[src/rtl/ins_decode_queue_if.sv]
// Fetch/decode-queue/register-read bus: the push side, the pop side, flush and occupancy.
// The slave modport is the queue; the master modport drives it.
interface ins_decode_queue_if #(
    parameter int DATA_W = 32,
    parameter int DEPTH  = 4
);
    localparam int PTR_W = $clog2(DEPTH);

    logic              flush;
    logic              in_valid;
    logic              in_ready;
    logic [DATA_W-1:0] in_instr;
    logic [DATA_W-1:0] in_pc;

    logic              out_valid;
    logic              out_ready;
    logic [1:0]        out_itype;
    logic [5:0]        out_opcode;
    logic [4:0]        out_rs;
    logic [4:0]        out_rt;
    logic [4:0]        out_rd;
    logic [4:0]        out_shamt;
    logic [5:0]        out_funct;
    logic [DATA_W-1:0] out_imm_ext;
    logic [DATA_W-1:0] out_pc4;
    logic [DATA_W-1:0] out_target;
    logic              out_illegal;
    logic [PTR_W:0]    count;

    modport master (
        output flush, in_valid, in_instr, in_pc, out_ready,
        input  in_ready, out_valid, out_itype, out_opcode, out_rs, out_rt, out_rd,
               out_shamt, out_funct, out_imm_ext, out_pc4, out_target, out_illegal, count
    );

    modport slave (
        input  flush, in_valid, in_instr, in_pc, out_ready,
        output in_ready, out_valid, out_itype, out_opcode, out_rs, out_rt, out_rd,
               out_shamt, out_funct, out_imm_ext, out_pc4, out_target, out_illegal, count
    );
endinterface

[src/rtl/ins_decode_queue.sv]
// Registered instruction-decode FIFO: decodes R/I/J fields, immediate and targets at push time.
// Define ILLEGAL_OP_CHK_EN to flag unsupported opcodes/functs as itype 3 with zeroed operands.
module ins_decode_queue #(
    parameter int DATA_W = 32,
    parameter int DEPTH  = 4
) (
    input logic                clk,
    input logic                rst_n,
    ins_decode_queue_if.slave  bus
);
    localparam int PTR_W = $clog2(DEPTH);

    localparam logic [1:0] ITYPE_R   = 2'd0;
    localparam logic [1:0] ITYPE_I   = 2'd1;
    localparam logic [1:0] ITYPE_J   = 2'd2;
    localparam logic [1:0] ITYPE_BAD = 2'd3;

    if (DATA_W != 32) begin : g_chk_width
        $error("ins_decode_queue: DATA_W must be 32");
    end
    if ((DEPTH < 2) || ((DEPTH & (DEPTH - 1)) != 0)) begin : g_chk_depth
        $error("ins_decode_queue: DEPTH must be a power of two >= 2");
    end

    typedef struct packed {
        logic [1:0]        itype;
        logic [5:0]        opcode;
        logic [4:0]        rs;
        logic [4:0]        rt;
        logic [4:0]        rd;
        logic [4:0]        shamt;
        logic [5:0]        funct;
        logic [DATA_W-1:0] imm_ext;
        logic [DATA_W-1:0] pc4;
        logic [DATA_W-1:0] target;
        logic              illegal;
    } dec_t;

    dec_t              r_mem [DEPTH];
    logic [PTR_W-1:0]  r_wr_ptr;
    logic [PTR_W-1:0]  r_rd_ptr;
    logic [PTR_W:0]    r_count;

    dec_t              w_dec;
    dec_t              w_head;
    logic [5:0]        w_opcode;
    logic [DATA_W-1:0] w_pc4;
    logic              w_push;
    logic              w_pop;
    logic              w_out_valid;
    logic              w_in_ready;

    assign w_opcode = bus.in_instr[31:26];
    assign w_pc4    = bus.in_pc + DATA_W'(4);

`ifdef ILLEGAL_OP_CHK_EN
    logic w_op_ok;
    logic w_fn_ok;
    assign w_op_ok = w_opcode inside {6'h00, [6'h02:6'h05], [6'h08:6'h0F], 6'h23, 6'h2B};
    assign w_fn_ok = bus.in_instr[5:0] inside {6'h00, 6'h02, 6'h08, [6'h20:6'h2A]};
`endif

    always_comb begin
        // NOTE: every field gets a default first so no path through the case infers a latch.
        w_dec        = '0;
        w_dec.opcode = w_opcode;
        w_dec.pc4    = w_pc4;
        case (w_opcode)
            6'h00: begin
                w_dec.itype = ITYPE_R;
                w_dec.rs    = bus.in_instr[25:21];
                w_dec.rt    = bus.in_instr[20:16];
                w_dec.rd    = bus.in_instr[15:11];
                w_dec.shamt = bus.in_instr[10:6];
                w_dec.funct = bus.in_instr[5:0];
            end
            6'h02, 6'h03: begin
                w_dec.itype  = ITYPE_J;
                w_dec.target = {w_pc4[31:28], bus.in_instr[25:0], 2'b00};
            end
            default: begin
                w_dec.itype = ITYPE_I;
                w_dec.rs    = bus.in_instr[25:21];
                w_dec.rt    = bus.in_instr[20:16];
                // Logical immediates zero-extend, lui loads the upper half, the rest sign-extend.
                case (w_opcode)
                    6'h0C, 6'h0D, 6'h0E: w_dec.imm_ext = {16'h0000, bus.in_instr[15:0]};
                    6'h0F:               w_dec.imm_ext = {bus.in_instr[15:0], 16'h0000};
                    default:             w_dec.imm_ext = {{16{bus.in_instr[15]}}, bus.in_instr[15:0]};
                endcase
                w_dec.target = w_pc4 + (w_dec.imm_ext << 2);
            end
        endcase
`ifdef ILLEGAL_OP_CHK_EN
        if (!w_op_ok || ((w_opcode == 6'h00) && !w_fn_ok)) begin
            w_dec.itype   = ITYPE_BAD;
            w_dec.rs      = '0;
            w_dec.rt      = '0;
            w_dec.rd      = '0;
            w_dec.imm_ext = '0;
            w_dec.target  = '0;
            w_dec.illegal = 1'b1;
        end
`endif
    end

    assign w_out_valid = (r_count != '0);
    assign w_pop       = w_out_valid && bus.out_ready;
    // A pop in the same cycle frees the slot the push needs, so a full queue still accepts.
    assign w_in_ready  = (r_count < (PTR_W+1)'(DEPTH)) || w_pop;
    assign w_push      = bus.in_valid && w_in_ready;

    always_ff @(posedge clk or negedge rst_n) begin
        if (!rst_n) begin
            r_wr_ptr <= '0;
            r_rd_ptr <= '0;
            r_count  <= '0;
            // NOTE: storage is cleared too so no stale decode survives a reset; it is small enough to be flops.
            for (int i = 0; i < DEPTH; i++) begin
                r_mem[i] <= '0;
            end
        end else if (bus.flush) begin
            r_wr_ptr <= '0;
            r_rd_ptr <= '0;
            r_count  <= '0;
        end else begin
            // NOTE: non-blocking updates let the pointer and count logic read pre-edge values throughout.
            if (w_push) begin
                r_mem[r_wr_ptr] <= w_dec;
                r_wr_ptr        <= r_wr_ptr + PTR_W'(1);
            end
            if (w_pop) begin
                r_rd_ptr <= r_rd_ptr + PTR_W'(1);
            end
            if (w_push && !w_pop) begin
                r_count <= r_count + (PTR_W+1)'(1);
            end else if (!w_push && w_pop) begin
                r_count <= r_count - (PTR_W+1)'(1);
            end
        end
    end

    assign w_head = w_out_valid ? r_mem[r_rd_ptr] : '0;

    assign bus.in_ready    = w_in_ready;
    assign bus.out_valid   = w_out_valid;
    assign bus.out_itype   = w_head.itype;
    assign bus.out_opcode  = w_head.opcode;
    assign bus.out_rs      = w_head.rs;
    assign bus.out_rt      = w_head.rt;
    assign bus.out_rd      = w_head.rd;
    assign bus.out_shamt   = w_head.shamt;
    assign bus.out_funct   = w_head.funct;
    assign bus.out_imm_ext = w_head.imm_ext;
    assign bus.out_pc4     = w_head.pc4;
    assign bus.out_target  = w_head.target;
    assign bus.out_illegal = w_head.illegal;
    assign bus.count       = r_count;
endmodule

[src/flat_wrapper.sv]
// flat-port wrapper written by rule: the top's interface ports become plain ports
module ins_decode_queue_flat 
#(
    parameter int DATA_W = 32,
    parameter int DEPTH  = 4
)
  (clk, rst_n, bus_flush, bus_in_valid, bus_in_instr, bus_in_pc, bus_out_ready, bus_in_ready, bus_out_valid, bus_out_itype, bus_out_opcode, bus_out_rs, bus_out_rt, bus_out_rd, bus_out_shamt, bus_out_funct, bus_out_imm_ext, bus_out_pc4, bus_out_target, bus_out_illegal, bus_count);
  ins_decode_queue_if #(.DATA_W(DATA_W), .DEPTH(DEPTH)) bus_i ();
  input logic clk;
  input logic rst_n;
  input wire logic [$bits(bus_i.flush)-1:0] bus_flush;
  input wire logic [$bits(bus_i.in_valid)-1:0] bus_in_valid;
  input wire logic [$bits(bus_i.in_instr)-1:0] bus_in_instr;
  input wire logic [$bits(bus_i.in_pc)-1:0] bus_in_pc;
  input wire logic [$bits(bus_i.out_ready)-1:0] bus_out_ready;
  output wire logic [$bits(bus_i.in_ready)-1:0] bus_in_ready;
  output wire logic [$bits(bus_i.out_valid)-1:0] bus_out_valid;
  output wire logic [$bits(bus_i.out_itype)-1:0] bus_out_itype;
  output wire logic [$bits(bus_i.out_opcode)-1:0] bus_out_opcode;
  output wire logic [$bits(bus_i.out_rs)-1:0] bus_out_rs;
  output wire logic [$bits(bus_i.out_rt)-1:0] bus_out_rt;
  output wire logic [$bits(bus_i.out_rd)-1:0] bus_out_rd;
  output wire logic [$bits(bus_i.out_shamt)-1:0] bus_out_shamt;
  output wire logic [$bits(bus_i.out_funct)-1:0] bus_out_funct;
  output wire logic [$bits(bus_i.out_imm_ext)-1:0] bus_out_imm_ext;
  output wire logic [$bits(bus_i.out_pc4)-1:0] bus_out_pc4;
  output wire logic [$bits(bus_i.out_target)-1:0] bus_out_target;
  output wire logic [$bits(bus_i.out_illegal)-1:0] bus_out_illegal;
  output wire logic [$bits(bus_i.count)-1:0] bus_count;
  assign bus_i.flush = bus_flush;
  assign bus_i.in_valid = bus_in_valid;
  assign bus_i.in_instr = bus_in_instr;
  assign bus_i.in_pc = bus_in_pc;
  assign bus_i.out_ready = bus_out_ready;
  assign bus_in_ready = bus_i.in_ready;
  assign bus_out_valid = bus_i.out_valid;
  assign bus_out_itype = bus_i.out_itype;
  assign bus_out_opcode = bus_i.out_opcode;
  assign bus_out_rs = bus_i.out_rs;
  assign bus_out_rt = bus_i.out_rt;
  assign bus_out_rd = bus_i.out_rd;
  assign bus_out_shamt = bus_i.out_shamt;
  assign bus_out_funct = bus_i.out_funct;
  assign bus_out_imm_ext = bus_i.out_imm_ext;
  assign bus_out_pc4 = bus_i.out_pc4;
  assign bus_out_target = bus_i.out_target;
  assign bus_out_illegal = bus_i.out_illegal;
  assign bus_count = bus_i.count;
  ins_decode_queue #(.DATA_W(DATA_W), .DEPTH(DEPTH)) u_core (.clk(clk), .rst_n(rst_n), .bus(bus_i));
endmodule
[config.mk]
export PLATFORM = sky130hd
export DESIGN_NAME = ins_decode_queue_flat
export DESIGN_NICKNAME = d
export VERILOG_FILES = /design/src/rtl/ins_decode_queue_if.sv /design/src/rtl/ins_decode_queue.sv /design/src/flat_wrapper.sv
export SDC_FILE = /design/constraint.sdc
export NUM_CORES = 1
export LEC_CHECK = 0
export CORE_ASPECT_RATIO = 2
export CORE_UTILIZATION = 53
export CTS_CLUSTER_DIAMETER = 80
export DETAILED_ROUTE_END_ITERATION = 10
export PLACE_DENSITY = 0.76
export SLEW_MARGIN = 20
export SYNTH_ARGS = -nofsm -noshare
export SYNTH_HDL_FRONTEND = slang
export SYNTH_SLANG_ARGS = --single-unit
[constraint.sdc]
create_clock -name clk -period 2.4 [get_ports clk]
set_input_delay 0.36 -clock clk [delete_from_list [all_inputs] [get_ports clk]]
set_output_delay 0.36 -clock clk [all_outputs]
set_load 0.05 [all_outputs]
Word-level counts from Yosys, hierarchy flattened
Index checks and enable logic that the tools add are counted.
- bits in read-only memories: 0
- input bits: 69
- output and inout port bits: 136
- flip-flop bits (word level): 531
- memories kept: 0
- logic and storage cells: 104
- latch bits: 0
- memory bits (writable): 0
- equal/unequal tests: 6
- add/sub/neg operators: 6
- muxes and demuxes: 21
- reductions and logical operators: 17
- order comparisons: 4
- shift-type cells: 0
- divide/modulo/power cells: 0
- multiply operators: 0
- bitwise operators: 3
- operator list (cell ; number):
    524-bit bitwise mux ; 1
    131-bit 2-to-1 mux ; 4
    131-bit binary-select mux with 2-bit select ; 1
    131-bit demux with 2-bit select ; 1
    32-bit case mux with 2 select lines ; 2
    32-bit 2-to-1 mux ; 2
    32-bit by 3-bit adder with 32-bit output, second input constant ; 1
    32-bit adder ; 1
    6-bit by 4-bit == test with 1-bit output, second input constant ; 4
    16-bit 2-to-1 mux ; 1
    6-bit by 2-bit == test with 1-bit output, second input constant ; 2
    10-bit 2-to-1 mux ; 1
    3-bit 2-to-1 mux ; 3
    2-bit 2-to-1 mux ; 4
    3-bit >= comparator, second input constant ; 2
    6-bit logical NOT ; 1
    2-bit NOT with 3-bit output ; 2
    3-bit nonzero test ; 2
    3-bit OR reduction ; 2
    1-bit logical AND ; 5
    2-bit by 1-bit adder with 2-bit output, second input constant ; 2
    2-bit case mux with 2 select lines ; 1
    2-bit nonzero test ; 2
    3-bit by 1-bit adder with 3-bit output, second input constant ; 1
    other kinds (8) ; 9

Depth between registers and ports, before layout
- depth after elaboration: 9
- depth in mapped cells: 17
- depth with buffers taken out: 16

Worst setup path before layout
OpenSTA, ideal clock, no wires.
- kind: input to register
- start: input port bus_in_pc[2]
- end: register u_core.r_mem[163] in the netlist's numbering
- required time: 2.265 ns
- arrival: 3.626 ns
- library setup time: 0.135 ns
- slack: -1.361 ns
- stages on the path: 16
- buffers on the path: 0
- path through: ha_1 > nand2_1 > or4_4 > nor2_1 > nand4_1 > xor2_1 > inv_1 > ha_1 > and3_1 > and4_1 > nand3_1 > o21ai_0 > mux2_2 > and3_1 > xnor2_1 > o31ai_1
- RTL lines (item ; RTL line ; RTL):
    from (decl) ; flat_wrapper.sv:14 ; input wire logic [$bits(bus_i.in_pc)-1:0] bus_in_pc;
    to (signal, indexed assignment) ; ins_decode_queue.sv:129 ; r_mem[r_wr_ptr] <= w_dec;
    to (decl) ; ins_decode_queue.sv:39 ; dec_t r_mem [DEPTH];

==> impl_metrics.yaml <==
critical_path:
  cp_data_arrival_time_ns: 3.72
  worst_r2r_start: "u_core.bus.count[2]"
  crit_path_end_kind: "flip-flop"
  reg2reg_to: "u_core.r_mem[213]"
  timing_worst_setup_path_type: "in2reg"
  sequence_of_cells_on_the_critical_path: "buf_6 -> nand4_1 -> or4_4 -> nor2_4 -> nand4_1 -> xor2_2 -> inv_2 -> ha_4 -> and3_4 -> and4_4 -> nand3_4 -> o21ai_4 -> mux2_4 -> and3_4 -> xnor2_4 -> o31ai_1"
  reg2reg_setup_slack_ns: 0.46
  crit_required_ns: 2.90
  cp_slowest_cell: "or4_4"
  timing.critical_path.fanout_max: 5
  setup.worst_path.start_class: "primary input"
  worst_r2r_path_depth: 8
  cpPeakStageDelay_ns: 0.59
layout:
  final_core_utilization_pct: 72.9
  areaGrowthSynthToFinish_pct: 36.1
  finalNetCount: 3157
  final_layout_size_suffix_gt1_share_pct: 35.2
  diodes: 0
  final_common_cell: "nand2_1"
  design_area_um2: 35300
  final_cell_mix: "nand2_1, dfrtp_1, o21ai_0"
yosys:
  yosysWarnings: 0
  syn_inst: 2613
  synth_cell_type_count: 61
  yosysSeqAreaShare_pct: 50.9
  yosys-top-cells-area: "dfrtp_1, mux4_2, nand2_1"
  top_cell_type_by_total_area_after_synthesis: "dfrtp_1"
  postSynthAreaPerCell_um2: 9.91
  synthesis.nets: 2718
  synth-edff-count: 0
  postSynth.asyncResetShare_pct: 100
  netlist.area_leader.share_pct: 50.9
  synth_flop_cell: "dfrtp_1"
  netlist_area_um2: 25900
  ys_ff_latch: 527
timing:
  max_slew_margin_pct: 46.3
  rsz0062_at_grt: "yes"
  final-max-slew-violation-count: 0
  max_freq_mhz: 310
  final_period_minus_worst_setup_slack_ns: 3.22
  timing.clock.skew_ns: 0.0200
  timing_hold_violations_final: 0
  worst_pin_slew_ns: 0.805
  timing.setup.tns_ns: -79.79
  report.final.setup_viol: 214
  final.setup.worst_slack_ns: -0.821
  share_of_the_clock_period_used_by_the_worst_path_after_layout_pct: 134
drt:
  detail_route.wirelength_mm: 85.2
  drt_drc_violations_left: 0
  drt-vias-per-instance: 5.99
  ant_nets: 0
  drtIter0Drc: 1669
  detailedRoute.firstPassIterationCount: 8
  detailroute.via_count: 22300
  mean_routed_wirelength_per_cell_um: 22.9
hold_path:
  hold-path-cell-count: 4
  worst_hold_path_type: "in2reg"
  hold_path_startpoint: "bus_in_instr[30]"
  hold-path-endpoint: "u_core.r_mem[520]"
global_routing:
  number_of_antenna_violations_at_the_first_check_in_global_routing: 0
  first_global_vias: 23300
  grt_remaining_overflow: 0
  grt_pass1_wl_mm: 130
  total_grt_usage_pct: 35.0
  pin_count_of_the_biggest_net_entering_global_routing: 101
power:
  p_clk_share_pct: 17.4
  seq_power_share_pct: 31.1
  comb_power_share_pct: 51.4
  power_report.internal_total_uw: 27000
  worst_ir_drop_vdd_v: 0.00137
  switching_share_pct: 39.9
  power.switching_uw: 17900
  p_per_area_nw_per_um2: 1270
  leak_pwr_uw: 0.0162
placement:
  placed_cell_area_um2: 30900
  post-dp-hpwl_mm: 57.5
  numPortBuffers: 203
  place_congestion: 1.03
clock_network:
  buffer_levels_on_the_longest_clock_path: 3
  cts.htree.levels: 2
  clkLatencyLatePin_ns: 0.58
  cts_made_buffers: 46
  clock_pin_slew_on_the_worst_setup_and_hold_paths_ns: 0.07
  cts_num_sinks: 527
  clock_tree.root_cell: "clkbuf_16"
  tritoncts: "built"
run_status:
  violations_in_the_final_reports: "setup timing"
  status: "finished, violations left"
floorplan:
  coreArea_um2: 48400
  floorplan.rows: 114
  floorplan.die_area_um2: 49800
  initial_core_util_pct: 53.6
  die_h_um: 315
  io_pins: 205
  fp.dieW_um: 158
job:
  max_cap_viol_count: 0
[sequential cells by signal (all words and copies together) (netlist names)]
register and cells:
u_core.r_wr_ptr 2, u_core.r_rd_ptr 2, u_core.r_mem 520, u_core.bus.count 3
[area by class of cell]
cell class / instances / area (µm²)
well taps: 638 / 798
multi-input cells: 1855 / 13600
fillers: 3179 / 13100
flip-flops and latches: 527 / 13200
clock buffers: 63 / 1320
repair buffers: 578 / 5890
clock inverters: 23 / 268
inverters: 44 / 165
[synthesized netlist by cell type, types with 3 or more instances]
master	count
o2111ai_1	3
o32a_1	4
nand2b_1	4
dfrtp_1	527
nand2_1	716
mux2_2	25
nand4_1	14
a21o_1	11
o211ai_1	11
buf_1	26
and3_1	8
nor4_1	3
and4_1	5
nor2_1	49
or3_1	7
buf_2	5
mux4_2	130
a22oi_1	17
nor2b_1	5
o21bai_1	4
xnor2_1	25
clkbuf_1	156
nand3_1	23
nor3_1	6
o21ai_1	3
a31oi_1	4
a21oi_1	51
ha_1	34
a32oi_1	5
xor2_1	27
inv_1	43
o31ai_1	6
o21ai_0	461
and2_1	153
a211oi_1	7
[how the worst max path moves through the flow]
stage	from	depth (start not counted)	slack, ns	end
floorplan	bus_in_pc[2]	15	-1.04	u_core.r_mem[294]
global placement	bus_in_pc[4]	17	-2.23	u_core.r_mem[154]
detailed placement	bus_in_pc[4]	17	-2.29	u_core.r_mem[285]
CTS	bus_in_pc[3]	17	-0.72	u_core.r_mem[425]
global route	bus_in_pc[10]	16	-0.90	u_core.r_mem[294]
finish	bus_in_pc[11]	16	-0.82	u_core.r_mem[294]
[through the flow]
step | total power [µW] | cells | hold WS (ns) | worst slack (ns)
after detailed placement | 32800 | 3575 | 0.368 | -2.29
after global routing | 46800 | 3728 | 0.109 | -0.896
after floorplan | 26200 | 2613 | 0.0644 | -1.04
after global placement | 32000 | 3575 | 0.363 | -2.23
final | 44900 | 3728 | 0.103 | -0.821
after CTS | 44500 | 3715 | 0.0819 | -0.715
[worst max-delay path, delay by kind of cell]
family / cells / cell delay [ns]
and+or+nand+nor: 8 / 1.76
AOI/OAI and AO/OA: 2 / 0.43
xor gates and xnor gates: 2 / 0.39
muxes: 1 / 0.32
adders and majority gates: 1 / 0.30
buffers and inverters: 2 / 0.14
[per-layer routing]
| metal | part of all wire (%) | up-vias | wire (µm) | global-route usage (%) |
|---|---|---|---|---|
| li1 | - | 9815 | - | - |
| met1 | 35 | 11200 | 29400 | 39.2 |
| met2 | 51 | 968 | 43600 | 59.9 |
| met3 | 5.3 | 324 | 4550 | 4.58 |
| met4 | 9.0 | 0 | 7700 | 27.0 |
| met5 | 0 | - | 0 | 0 |
[power groups by stage]
stage	Clock, µW	Sequential [µW]	Combinational (µW)
floorplan	0	13400	12800
global placement	0	13600	18400
detailed placement	0	14000	18800
CTS	7910	13800	22700
global route	8230	14300	24300
finish	7830	14000	23100
[cells by family after synthesis]
group                    Yosys count  synth area share [%]
flip-flops                       527                  50.9
multiplexers                     157                  12.5
XOR/XNOR                          53                  1.82
adder cells (fa/ha/maj)           36                  1.80
buffers and inverters            232                  3.40
AND/OR/NAND/NOR                 1003                  16.9
other                              1                0.0145
AO/OA/AOI/OAI                    604                  12.7
[timing repair]
item | in CTS | in global routing
hold buffers | 1 | 0
setup endpoints to repair | 306 | 222
hold endpoints to repair | 45 | 0
gates resized for setup | 535 | 121
cloned | 11 | 0
pin swaps | 108 | 95
setup buffers | 50 | 28
Note: power is estimated with default switching activity, not from simulation.
